`config.mk`:
```
export PLATFORM = sky130hd
export DESIGN_NAME = serial_deserializer8
export DESIGN_NICKNAME = d
export VERILOG_FILES = /design/src/rtl/serial_deserializer8.sv
export SDC_FILE = /design/constraint.sdc
export NUM_CORES = 1
export LEC_CHECK = 0
export ABC_AREA = 1
export BUFFER_PORTS_ARGS = -buffer_cell sky130_fd_sc_hd__buf_4
export CAP_MARGIN = 5
export CORE_MARGIN = 1.5
export CORE_UTILIZATION = 49
export CTS_CLUSTER_DIAMETER = 60
export DETAILED_ROUTE_END_ITERATION = 16
export HOLD_SLACK_MARGIN = 0.06
export PLACE_DENSITY = 0.72
export SLEW_MARGIN = 20
export SYNTH_ARGS = -nofsm -noshare
export SYNTH_HDL_FRONTEND = slang
export SYNTH_SLANG_ARGS = --single-unit
```
`constraint.sdc`:
```
create_clock -name CLK -period 1.59 [get_ports CLK]
set_input_delay 0.318 -clock CLK [delete_from_list [all_inputs] [get_ports CLK]]
set_output_delay 0.318 -clock CLK [all_outputs]
set_load 0.02 [all_outputs]
```
`src/rtl/serial_deserializer8.sv`:
```
// Serial-to-parallel collector for a shift-register operand path: drives ShiftEn, samples SIn,
// pulses Done when the word is complete. Optional trailing even-parity bit via DESER_PARITY_EN.
module serial_deserializer8 #(
  parameter int unsigned WIDTH = 8
) (
  input  logic             CLK,
  input  logic             Reset,
  input  logic             Start,
  input  logic             Abort,
  input  logic             Dir,
  input  logic             SIn,
  output logic             ShiftEn,
  output logic             Busy,
  output logic             Done,
`ifdef DESER_PARITY_EN
  output logic             ParityErr,
`endif
  output logic [WIDTH-1:0] Q
);

`ifdef DESER_PARITY_EN
  localparam int unsigned NBits = WIDTH + 1;
`else
  localparam int unsigned NBits = WIDTH;
`endif
  localparam int unsigned CntW = $clog2(WIDTH + 1);
  localparam logic [CntW-1:0] LastCnt = CntW'(NBits - 1);

  typedef enum logic [1:0] {
    StIdle  = 2'd0,
    StShift = 2'd1,
    StDone  = 2'd2
  } state_e;

  state_e            state_q, state_d;
  logic [CntW-1:0]   cnt_q, cnt_d;
  logic              dir_q, dir_d;
  logic [WIDTH-1:0]  q_q, q_d;
  logic              store_bit;
  logic              accept;

`ifdef DESER_PARITY_EN
  logic par_q, par_d;
  logic perr_q, perr_d;
  // The parity bit arrives last and is never shifted into the word.
  assign store_bit = (cnt_q != CntW'(WIDTH));
`else
  assign store_bit = 1'b1;
`endif

  assign accept = Start && (state_q != StShift);

  always_comb begin
    state_d = state_q;
    cnt_d   = cnt_q;
    dir_d   = dir_q;
    q_d     = q_q;
`ifdef DESER_PARITY_EN
    par_d   = par_q;
    perr_d  = perr_q;
`endif
    if (Abort) begin
      state_d = StIdle;
    end else if (accept) begin
      state_d = StShift;
      dir_d   = Dir;
      cnt_d   = '0;
`ifdef DESER_PARITY_EN
      par_d   = 1'b0;
      perr_d  = 1'b0;
`endif
    end else begin
      unique case (state_q)
        StShift: begin
          cnt_d = cnt_q + 1'b1;
          if (store_bit) begin
            q_d = dir_q ? {q_q[WIDTH-2:0], SIn} : {SIn, q_q[WIDTH-1:1]};
          end
`ifdef DESER_PARITY_EN
          par_d = par_q ^ SIn;
`endif
          if (cnt_q == LastCnt) begin
            state_d = StDone;
`ifdef DESER_PARITY_EN
            perr_d  = par_q ^ SIn;
`endif
          end
        end
        StDone:  state_d = StIdle;
        StIdle:  state_d = StIdle;
        default: state_d = StIdle;
      endcase
    end
  end

  always_ff @(posedge CLK or posedge Reset) begin
    if (Reset) begin
      state_q <= StIdle;
      cnt_q   <= '0;
      dir_q   <= 1'b0;
      q_q     <= '0;
    end else begin
      state_q <= state_d;
      cnt_q   <= cnt_d;
      dir_q   <= dir_d;
      q_q     <= q_d;
    end
  end

`ifdef DESER_PARITY_EN
  always_ff @(posedge CLK or posedge Reset) begin
    if (Reset) begin
      par_q  <= 1'b0;
      perr_q <= 1'b0;
    end else begin
      par_q  <= par_d;
      perr_q <= perr_d;
    end
  end

  assign ParityErr = perr_q;
`endif

  assign ShiftEn = (state_q == StShift);
  assign Busy    = (state_q == StShift);
  assign Done    = (state_q == StDone);
  assign Q       = q_q;

endmodule

```
* After elaboration in Yosys (flattened, before gate mapping)
Index checks and enable logic that the tools add are counted.
** Word-level totals
- Flip-flop bits (word level) :: 15
- Latch bits :: 0
- Bits in writable memories :: 0
- Memory bits (read-only) :: 0
- Output and inout port bits :: 11
- Memories :: 0
** Operators by class
- $add $sub $neg :: 1
- Multipliers :: 0
- Divide/modulo/power cells :: 0
- $lt $le $gt $ge :: 0
- Eq/ne operators :: 5
- Shift operators :: 0
- Muxes and demuxes :: 7
- Bitwise gates (word level) :: 2
- Reduce and logical (&&, ||, !) cells :: 5
** Operators by type and width (count)
- two-way mux 2 bit :: 4
- two-way mux 4 bit :: 2
- two-way mux 8 bit :: 1
- adder 4 x 1 -> 4 bit (second input constant) :: 1
- == test 4 x 3 -> 1 bit (second input constant) :: 1
- != test 4 x 2 -> 1 bit (second input constant) :: 1
- AND reduction 2 bit :: 2
- AND reduction 3 bit :: 1
- == test 2 x 1 -> 1 bit (second input constant) :: 1
- == test 2 bit (second input constant) :: 1
- != test 2 x 1 -> 1 bit (second input constant) :: 1
- inverter 1 bit :: 2
- nonzero test 2 bit :: 1
- logical AND 1 bit :: 1

* Longest topological paths before layout
- Depth after elaboration :: 5
- Depth in mapped cells :: 6
- Gate-level depth less buffers :: 5

* Worst setup path after synthesis
Ideal clock, no wire load.
- Path type :: register -> output
- From :: reg state_q[1]
- To :: out ShiftEn
- Arrival time :: 0.868 ns
- Path slack :: 0.404 ns
- Cell stages (with the launch flop) :: 5
- Path through :: dfrtp_1 inv_1 nand2_2 inv_1 buf_4
** Between the ends
- Longest elaborated chain between the ends :: 1
** Ends and longest elaborated chain
- start: declaration :: RTL line 35 : state_e state_q, state_d;
- start signal: assignment :: RTL line 98 : state_q <= StIdle;
- start signal: assignment :: RTL line 103 : state_q <= state_d;
- == test 2 x 1 -> 1 bit
- end: declaration :: RTL line 12 : output logic ShiftEn,
No other way between the ends.

* Worst setup path after layout
- From :: reg state_q[1]
- To :: out Busy
** Between the ends
- Longest elaborated chain between the ends :: 1
** Ends and longest elaborated chain
- == test 2 x 1 -> 1 bit :: RTL line 125 : assign Busy = (state_q == StShift);
- end: declaration :: RTL line 13 : output logic Busy,
No other way between the ends.

==> reports/summary.txt <==
Status: complete, no violations
Die area: 0.00183 mm²
Sequential share of the synthesized area: 0.484
Critical path buffers and inverters: 3
Clock Latency Late Sink: 280 ps
Clock skew: 1.09 ps
Mean area per synthesized cell: 8.34 µm²
Clock slew at reported path FFs: 80 ps
Final TNS setup: 0 ps
DR iter-0 viols: 13
Dpl cells: 120
CP startpoint kind: flop
Worst vdd ir: 0.000860 V
DRT antenna net count: 0
Initial antenna violation count: 0
Commonest cells after routing, fill and taps aside: 29 x nand2_1, 16 x buf_4, 15 x dfrtp_1
Via count: 650
Post-synthesis cell area: 776 µm²
Critical Path RT: 1270 ps
Synthesized netlist cell count: 93
Fmax: 719 MHz
Crit path top cell by count: inv_1
Area grow syn2layout: 15.5%
Post-layout nets: 116
Worst Tran Pin Value: 577 ps
Setup crit end kind: output port
CP max-delay cell: dfrtp_1
RSZ-0062 raised after global routing: no
Row cnt: 14
Die height: 42.8 µm
#FFs+latches synth: 15
Crit path time final: 1390 ps
Largest net degree at the start of global routing: 18
Cell chain of the critical path: inv_1 > nand2_2 > inv_1 > buf_4
Leakage power: 0.475 nW
Vias in the first global route: 564
Grt total ovfl: 0
Number of remaining DRC errors: 0
Most common cell after layout, fill and taps aside: nand2_1
Yosys cell types: 19
Sink Count: 15
DRT Wirelength: 1350 µm
Pwr Density: 1450 mW/mm²
Starting Density: 0.521
Crit Path Max Fanout: 4
Routed vias/inst: 5.24
Die W: 42.8 µm
Max cap viols: 0
Setup bufs post-CTS: 0
Routability cong.: 0.834
Port Buf Inserts: 16
CTS tree: yes
Final Setup Violations: 0
Worst path max stage delay: 370 ps
Clock Tree Root: clkbuf_4
Io pins: 17
Ant diodes: 0
Pins over their slew limit: 0
H-tree levels: 1
Max Buffers Root-to-Sink: 2
Fin cells: 124
Wire length per cell: 10.9 µm
DP HPWL: 986 µm
Warnings from Yosys: 0
Worst slew margin: 0.615
Hold Vio Cnt, Final: 0
Core Box Area: 0.00149 mm²
GRT Util Overall: 0.177
Critical path class: flop to output port
Placed inst area: 870 µm²
Crit path max-delay family: flip-flops
Crit path DAT: 1070 ps
Hold Buf Count CTS: 0
Post-Syn Nets: 100
Fraction of layout cells with a size suffix above 1: 0.231
Post_cts resized: 0
DRT Pass-1 Iters: 4
Worst hold-check path type: input pin to async pin
First-pass GRT wire length: 2370 µm
TritonCTS Buffers: 3
Finished Cell Area: 896 µm²
Tcrit/Tclk final: 0.875
==> through the flow <==
stage               worst slack, ps  hold WS, ps  total power [W]   util
floorplan                       404          219         0.000916      -
global placement                459          415          0.00109  0.584
detailed placement              418          418          0.00110  0.584
CTS                             185          107          0.00132  0.602
global route                    109          135          0.00140  0.602
finish                          199         91.2          0.00130  0.602
==> report_power, final <==
part | switching (W) | internal, W | total [W]
registers | 0.000110 | 0.000490 | 0.000599
clock network | 0.000118 | 0.0000974 | 0.000216
logic | 0.000278 | 0.000207 | 0.000485
total | 0.000505 | 0.000795 | 0.00130
==> cell usage after synthesis <==
cell type | number | area, µm²
nand4_1 | 3 | 18.8
o211ai_2 | 1 | 12.5
buf_6 | 3 | 33.8
buf_2 | 1 | 5.00
o21ai_1 | 1 | 5.00
o21ai_0 | 11 | 55.1
nor2_1 | 2 | 7.51
nand2_1 | 29 | 109
nand2_2 | 1 | 6.26
ha_1 | 1 | 12.5
o21ai_2 | 1 | 8.76
dfrtp_1 | 15 | 375
or2_2 | 1 | 6.26
buf_4 | 1 | 7.51
nand3_1 | 7 | 35.0
inv_1 | 11 | 41.3
nor2_4 | 1 | 11.3
o211ai_1 | 2 | 15.0
nand3_2 | 1 | 10.0
==> registers in the layout, indices dropped and copies added (netlist names) <==
register / flops
Q: 8
dir_q: 1
state_q: 2
cnt_q: 4
==> layout make-up <==
cell class / instances / area (µm²)
flip-flops and latches: 15 / 375
well taps: 16 / 20.0
clock buffers: 4 / 26.3
repair buffers: 16 / 120
multi-input cells: 62 / 313
fillers: 137 / 593
inverters: 11 / 41.3
==> kinds of logic (layout without fill, tap and decap cells) <==
group,Yosys count,in the layout,share of synthesized area
compound gates,16,16,0.124
simple gates,45,45,0.263
buf+inv,16,31,0.113
flops,15,15,0.484
fa+ha+maj,1,1,0.0161
==> worst register-to-register path, stage by stage (launching register included) <==
cell,delay [ps]
dfrtp_1,430
ha_1,240
or2_2,270
nand4_1,90
nand2_1,50
==> metal layers <==
metal  up-vias  track usage  share of wire
met5         -            0              0
met4         0        0.113          0.025
met3         4       0.0383          0.043
met2        13        0.258           0.46
met1       302        0.238           0.48
li1        331            -              -
==> path summary, 6_finish.rpt <==
check | start | endpoint | slack, ps | cells past startpoint
worst min-delay path | Reset | cnt_q[2]$_DFFE_PP0P_ | 90 | 2
max in group asynchronous | Reset | cnt_q[3]$_DFFE_PP0P_ | 1120 | 2
worst min register to register | Q[7]$_DFFE_PP0P_ | Q[7]$_DFFE_PP0P_ | 520 | 2
worst max-delay path | state_q[1]$_DFFE_PP0P_ | Busy | 200 | 4
worst max register to register | cnt_q[0]$_DFFE_PP0P_ | cnt_q[2]$_DFFE_PP0P_ | 420 | 4
min in group CLK | Dir | dir_q$_DFFE_PP0P_ | 290 | 3
No activity file was read; power rests on OpenSTA's default activity.
